==> src/rtl/peripheral_spram_ahb3_bridge_pkg.sv <==
`default_nettype none
// +----------------------------------------------------------------------+
// | Module : peripheral_spram_ahb3_bridge_pkg                            |
// | Brief  : AHB3 transfer/size/response codes and bridge state type     |
// | Rev    : 1.0                                                         |
// +----------------------------------------------------------------------+
package peripheral_spram_ahb3_bridge_pkg;

  localparam logic [1:0] c_HTRANS_IDLE   = 2'b00;
  localparam logic [1:0] c_HTRANS_BUSY   = 2'b01;
  localparam logic [1:0] c_HTRANS_NONSEQ = 2'b10;
  localparam logic [1:0] c_HTRANS_SEQ    = 2'b11;

  localparam logic [2:0] c_HSIZE_BYTE   = 3'b000;
  localparam logic [2:0] c_HSIZE_HWORD  = 3'b001;
  localparam logic [2:0] c_HSIZE_WORD   = 3'b010;
  localparam logic [2:0] c_HSIZE_DWORD  = 3'b011;
  localparam logic [2:0] c_HSIZE_128    = 3'b100;
  localparam logic [2:0] c_HSIZE_256    = 3'b101;
  localparam logic [2:0] c_HSIZE_512    = 3'b110;
  localparam logic [2:0] c_HSIZE_1024   = 3'b111;

  localparam logic c_HRESP_OKAY  = 1'b0;
  localparam logic c_HRESP_ERROR = 1'b1;

  typedef enum logic [1:0] {
    ST_OKAY = 2'd0,
    ST_ERR1 = 2'd1,
    ST_ERR2 = 2'd2
  } resp_state_e;

  function automatic logic htrans_active(input logic [1:0] htrans);
    return (htrans == c_HTRANS_NONSEQ) || (htrans == c_HTRANS_SEQ);
  endfunction

endpackage
`default_nettype wire

==> src/rtl/peripheral_spram_ahb3_bridge.sv <==
`default_nettype none
// +----------------------------------------------------------------------+
// | Module : peripheral_spram_ahb3_bridge                                |
// | Brief  : zero-wait AHB3 slave front end for an external 1-port RAM   |
// | Rev    : 1.0                                                         |
// +----------------------------------------------------------------------+
module peripheral_spram_ahb3_bridge
  import peripheral_spram_ahb3_bridge_pkg::*;
#(
  parameter int HADDR_SIZE = 32,
  parameter int HDATA_SIZE = 32,
  parameter int MEM_ABITS  = 10
) (
  input  logic                    rst_ni,
  input  logic                    clk_i,
  input  logic                    HSEL,
  input  logic [HADDR_SIZE-1:0]   HADDR,
  input  logic [HDATA_SIZE-1:0]   HWDATA,
  output logic [HDATA_SIZE-1:0]   HRDATA,
  input  logic                    HWRITE,
  input  logic [2:0]              HSIZE,
  input  logic [2:0]              HBURST,
  input  logic [3:0]              HPROT,
  input  logic [1:0]              HTRANS,
  input  logic                    HMASTLOCK,
  input  logic                    HREADY,
  output logic                    HREADYOUT,
  output logic                    HRESP,
  output logic [MEM_ABITS-1:0]    mem_waddr_o,
  output logic [HDATA_SIZE-1:0]   mem_din_o,
  output logic                    mem_we_o,
  output logic [HDATA_SIZE/8-1:0] mem_be_o,
  output logic [MEM_ABITS-1:0]    mem_raddr_o,
  input  logic [HDATA_SIZE-1:0]   mem_dout_i
);

  localparam int c_BYTES = HDATA_SIZE / 8;
  localparam int c_BOFF  = $clog2(c_BYTES);

  resp_state_e            r_state;
  resp_state_e            w_state_nxt;

  logic                   w_accept;
  logic                   w_err;
  logic                   w_wr_req;
  logic                   w_rd_req;
  logic [MEM_ABITS-1:0]   w_waddr;
  logic [31:0]            w_off;
  logic [31:0]            w_size;
  logic [c_BYTES-1:0]     w_be;

  logic                   r_wr_pend;
  logic                   r_rd_pend;
  logic [MEM_ABITS-1:0]   r_waddr;
  logic [c_BYTES-1:0]     r_be;
  logic                   r_byp;
  logic [HDATA_SIZE-1:0]  r_byp_data;
  logic [c_BYTES-1:0]     r_byp_be;

  logic                   w_unused;

  // Upper address bits are dropped so the RAM image wraps through the map.
  assign w_waddr  = HADDR[MEM_ABITS+c_BOFF-1:c_BOFF];
  assign w_off    = 32'(HADDR[c_BOFF-1:0]);
  assign w_size   = 32'd1 << HSIZE;
  assign w_err    = (w_size > 32'(c_BYTES)) || ((w_off & (w_size - 32'd1)) != 32'd0);
  assign w_accept = HSEL & HREADY & htrans_active(HTRANS);
  assign w_wr_req = w_accept & HWRITE & ~w_err;
  assign w_rd_req = w_accept & ~HWRITE & ~w_err;
  assign w_unused = ^{HBURST, HPROT, HMASTLOCK, HADDR};

  always_comb begin
    w_be = '0;
    for (int i = 0; i < c_BYTES; i++) begin
      w_be[i] = (32'(i) >= w_off) && (32'(i) < (w_off + w_size));
    end
  end

  always_ff @(posedge clk_i or negedge rst_ni) begin
    if (!rst_ni) begin
      r_state <= ST_OKAY;
    end else begin
      r_state <= w_state_nxt;
    end
  end

  always_comb begin
    w_state_nxt = r_state;
    HREADYOUT   = 1'b1;
    HRESP       = c_HRESP_OKAY;
    unique case (r_state)
      ST_OKAY: begin
        if (w_accept && w_err) w_state_nxt = ST_ERR1;
      end
      ST_ERR1: begin
        HREADYOUT   = 1'b0;
        HRESP       = c_HRESP_ERROR;
        w_state_nxt = ST_ERR2;
      end
      ST_ERR2: begin
        HRESP       = c_HRESP_ERROR;
        w_state_nxt = ST_OKAY;
      end
      default: w_state_nxt = ST_OKAY;
    endcase
  end

  always_ff @(posedge clk_i or negedge rst_ni) begin
    if (!rst_ni) begin
      r_wr_pend  <= 1'b0;
      r_rd_pend  <= 1'b0;
      r_waddr    <= '0;
      r_be       <= '0;
      r_byp      <= 1'b0;
      r_byp_data <= '0;
      r_byp_be   <= '0;
    end else begin
      r_wr_pend <= w_wr_req;
      r_rd_pend <= w_rd_req;
      if (w_wr_req) begin
        r_waddr <= w_waddr;
        r_be    <= w_be;
      end
      // RAM returns the pre-write word when a read hits the word being written.
      r_byp <= w_rd_req & r_wr_pend & (w_waddr == r_waddr);
      if (w_rd_req && r_wr_pend) begin
        r_byp_data <= HWDATA;
        r_byp_be   <= r_be;
      end
    end
  end

  assign mem_we_o    = r_wr_pend;
  assign mem_waddr_o = r_waddr;
  assign mem_din_o   = HWDATA;
  assign mem_be_o    = r_wr_pend ? r_be : '0;
  assign mem_raddr_o = w_waddr;

  always_comb begin
    HRDATA = '0;
    if (r_rd_pend) begin
      for (int i = 0; i < c_BYTES; i++) begin
        HRDATA[8*i +: 8] = (r_byp && r_byp_be[i]) ? r_byp_data[8*i +: 8] : mem_dout_i[8*i +: 8];
      end
    end
  end

endmodule
`default_nettype wire

==> config.mk <==
export PLATFORM = sky130hd
export DESIGN_NAME = peripheral_spram_ahb3_bridge
export DESIGN_NICKNAME = d
export VERILOG_FILES = /design/src/rtl/peripheral_spram_ahb3_bridge_pkg.sv /design/src/rtl/peripheral_spram_ahb3_bridge.sv
export SDC_FILE = /design/constraint.sdc
export NUM_CORES = 1
export LEC_CHECK = 0
export CAP_MARGIN = 20
export CORE_UTILIZATION = 41
export DETAILED_ROUTE_END_ITERATION = 12
export GPL_TIMING_DRIVEN = 0
export PLACE_DENSITY = 0.88
export SLEW_MARGIN = 0
export SYNTH_ARGS = -nofsm -noshare
export SYNTH_HDL_FRONTEND = slang
export SYNTH_SLANG_ARGS = --single-unit
==> constraint.sdc <==
create_clock -name clk_i -period 3.1 [get_ports clk_i]
set_clock_uncertainty 0.1 [all_clocks]
set_input_delay 0.62 -clock clk_i [delete_from_list [all_inputs] [get_ports clk_i]]
set_output_delay 0.62 -clock clk_i [all_outputs]
set_load 0.02 [all_outputs]
==> impl_metrics.yaml, run 1 <==
worst_hold_path:
  holdCritPathClass: "in2async"
cells_and_area:
  final_nets: 634
  layoutNonFillerInstCount: 616
  layout-drive-gt1-share_pct: 19.2
  area_delta_synth_final_pct: 57.2
  utilization_pct: 66.6
  antenna_cells: 0
synth:
  yosysUniqueCellTypes: 37
  yosys.area.top_type: "dfrtp_1"
  yosysWarnings: 0
  ys_seq_area_share_pct: 39.5
  yosys-top-cells-area: "dfrtp_1 (40%), mux2_4 (15%), buf_4 (9.3%)"
  avgSynthCellArea_um2: 10.6
  syn-cell-area_um2: 3480
  ys_ff_latch: 55
  synth_common_cells: "dfrtp_1 (55), buf_4 (43), nand2_1 (42)"
  ys.flop_type: "dfrtp_1"
  synth_edf_count: 0
  postSynthCellCount: 329
  synth-async-reset-ratio_pct: 100
  synth_top_area_share_pct: 39.5
  synthesis.nets: 452
  yosysMostFrequentCell: "dfrtp_1"
power:
  p_leak_nw: 2.56
  peakVddDrop_mv: 0.304
  powerDensity_nw_per_um2: 319
drt:
  drtIter0Drc: 39
  avgRoutedWirePerCell_um: 15.2
  vias: 3022
  firstDrtPassIters: 4
  drt_wl_total_um: 9350
  antenna_left: 0
  viasPerCell: 4.91
  drc: 0
floorplanning:
  die_h_um: 94.2
  start_util_pct: 42.4
  die_x_um: 94.2
  die-area_um2: 8870
  row_count: 33
  coreArea_um2: 8220
  pin_count: 205
global_route:
  grtUsageMet2_pct: 38.7
  grtUsageMet3_pct: 3.96
  grt_pass1_vias: 3057
  grt_use_met1_pct: 26.3
  grt_usage_pct: 21.5
  grt_overflow: 0
  grt_max_degree: 33
  grt_pass1_wl_um: 14800
  antenna_found_initial: 0
  gr-max-usage-layer: "met2"
clock_tree:
  path_clk_slew_ns: 0.10
  cts_root_buffer: "clkbuf_8"
  cts_tree: "done"
  insertion_delay_ns: 0.30
  cts_made_buffers: 5
  cts_buffer_depth: 2
  h-tree-depth: 2
  clock-sinks: 55
  cts_hold_buf: 0
  cts_resized: 2
  cts_setup_buffers: 0
worst_setup_path:
  crit_chain: "clkdlybuf4s50_1 -> or3_1 -> inv_1 -> ha_1 -> inv_1 -> fa_1 -> nor4b_1 -> nand2_1 -> a211o_1 -> a22o_1"
  worstSetupPathType: "in2reg"
  start_kind: "input pin"
  cp.required_ns: 3.20
  crit_arrival_ns: 3.09
  cp_max_fo: 4
  critPathMaxStageDelay_ns: 0.46
  critPathMostFrequentCell: "inv_1"
  slowest_stage: "clkdlybuf4s50_1"
  endpoint_kind: "register"
timing:
  finalSetupTns_ns: 0
  fmax_mhz: 334
  fin_crit_ns: 2.99
  worst_slew_pin_slew_ns: 0.562
  period_share_pct: 96.5
  relSlewSlack_pct: 62.6
  worst_slack_ns: 0.107
  setup_viol: 0
  rsz0062_at_grt: "false"
  whs_ns: 0.205
  hold_viol: 0
  finalMaxSlewViolations: 0
status:
  status: "finished clean"
placed_design:
  portBuffers: 175
  place.gp.congestion: 0.915
  dp.cells: 610
  place_hpwl_um: 7460
  pre_cts_ws_ns: -0.298
job:
  cap_violations: 0
==> worst paths after layout <==
| kind | from | end | slack, ns | cells past startpoint |
|---|---|---|---|---|
| max in group asynchronous | rst_ni | r_byp_data[2]$_DFFE_PN0P_ | 2.13 | 2 |
| setup reg to reg | mem_we_o$_DFF_PN0_ | r_byp_data[19]$_DFFE_PN0P_ | 1.55 | 4 |
| min in group clk_i | r_byp_data[8]$_DFFE_PN0P_ | r_byp_data[8]$_DFFE_PN0P_ | 0.40 | 1 |
| hold reg to reg | r_byp_data[8]$_DFFE_PN0P_ | r_byp_data[8]$_DFFE_PN0P_ | 0.40 | 1 |
| setup / recovery | HSIZE[0] | r_be[2]$_DFFE_PN0P_ | 0.11 | 10 |
| hold / removal | rst_ni | r_byp_data[20]$_DFFE_PN0P_ | 0.21 | 1 |
==> report_power, final <==
group | leakage (nW) | switching (mW) | internal (mW)
clock network | 0.0470 | 0.216 | 0.176
logic | 1.76 | 0.233 | 0.325
registers | 0.756 | 0.0362 | 0.758
total | 2.56 | 0.485 | 1.26
==> metal layers <==
layer,share of wire (%),vias to the layer above
met2,52,96
met3,5.7,8
li1,-,1449
met4,0.96,0
met5,0,-
met1,41,1469
==> registers in the layout, indices dropped and copies added (netlist names) <==
name / cells
r_byp_data: 32
mem_waddr_o: 10
r_be: 4
r_byp_be: 4
r_state: 2
mem_we_o: 1
r_byp: 1
r_rd_pend: 1
==> critical path, delay by kind of cell <==
family | cells | cell delay [ns]
buf+inv | 3 | 0.59
simple gates | 3 | 0.86
compound gates | 2 | 0.48
fa+ha+maj | 2 | 0.53
==> area by class of cell <==
cell class | instances | area [um2]
buffer | 57 | 409
clock buffer | 6 | 82.6
clock inverter | 1 | 5.00
fill | 647 | 2740
inverter | 9 | 33.8
multi-input combinational | 207 | 1660
sequential | 55 | 1380
tap | 105 | 131
timing repair buffer | 176 | 1770
==> cell families after synthesis <==
group,synth area share (%)
AND/OR/NAND/NOR,13.1
buffers and inverters,12.7
flip-flops,39.5
multiplexers,19.2
AO/OA/AOI/OAI,9.52
XOR/XNOR,2.52
adder cells (fa/ha/maj),3.45
==> cell usage in the layout (no fill, tap or decap), types with 6 or more instances in the layout <==
cell,instances
ha_1,8
buf_4,43
nand2_1,42
xnor2_1,6
nand3_1,35
clkbuf_8,6
mux2_4,34
dfrtp_1,55
a21boi_0,32
inv_1,9
clkbuf_1,7
clkdlybuf4s50_1,172
mux2_1,11
==> metrics by stage <==
stage               total power [mW]  instance area [um2]
floorplan                       1.07                 3480
global placement                1.35                 5370
detailed placement              1.37                 5380
CTS                             1.77                 5470
global route                    1.85                 5470
finish                          1.74                 5470
No activity file was read; power rests on OpenSTA's default activity.
==> inputs of run 2 (changes only) <==
--- a/config.mk
+++ b/config.mk
@@ -7,6 +7,7 @@
 export LEC_CHECK = 0
 export CAP_MARGIN = 20
 export CORE_UTILIZATION = 41
+export CTS_CLUSTER_DIAMETER = 50
 export DETAILED_ROUTE_END_ITERATION = 12
 export GPL_TIMING_DRIVEN = 0
 export PLACE_DENSITY = 0.88
==> results of run 2 <==
Final layout, timing and power as in run 1 (identical DEF).
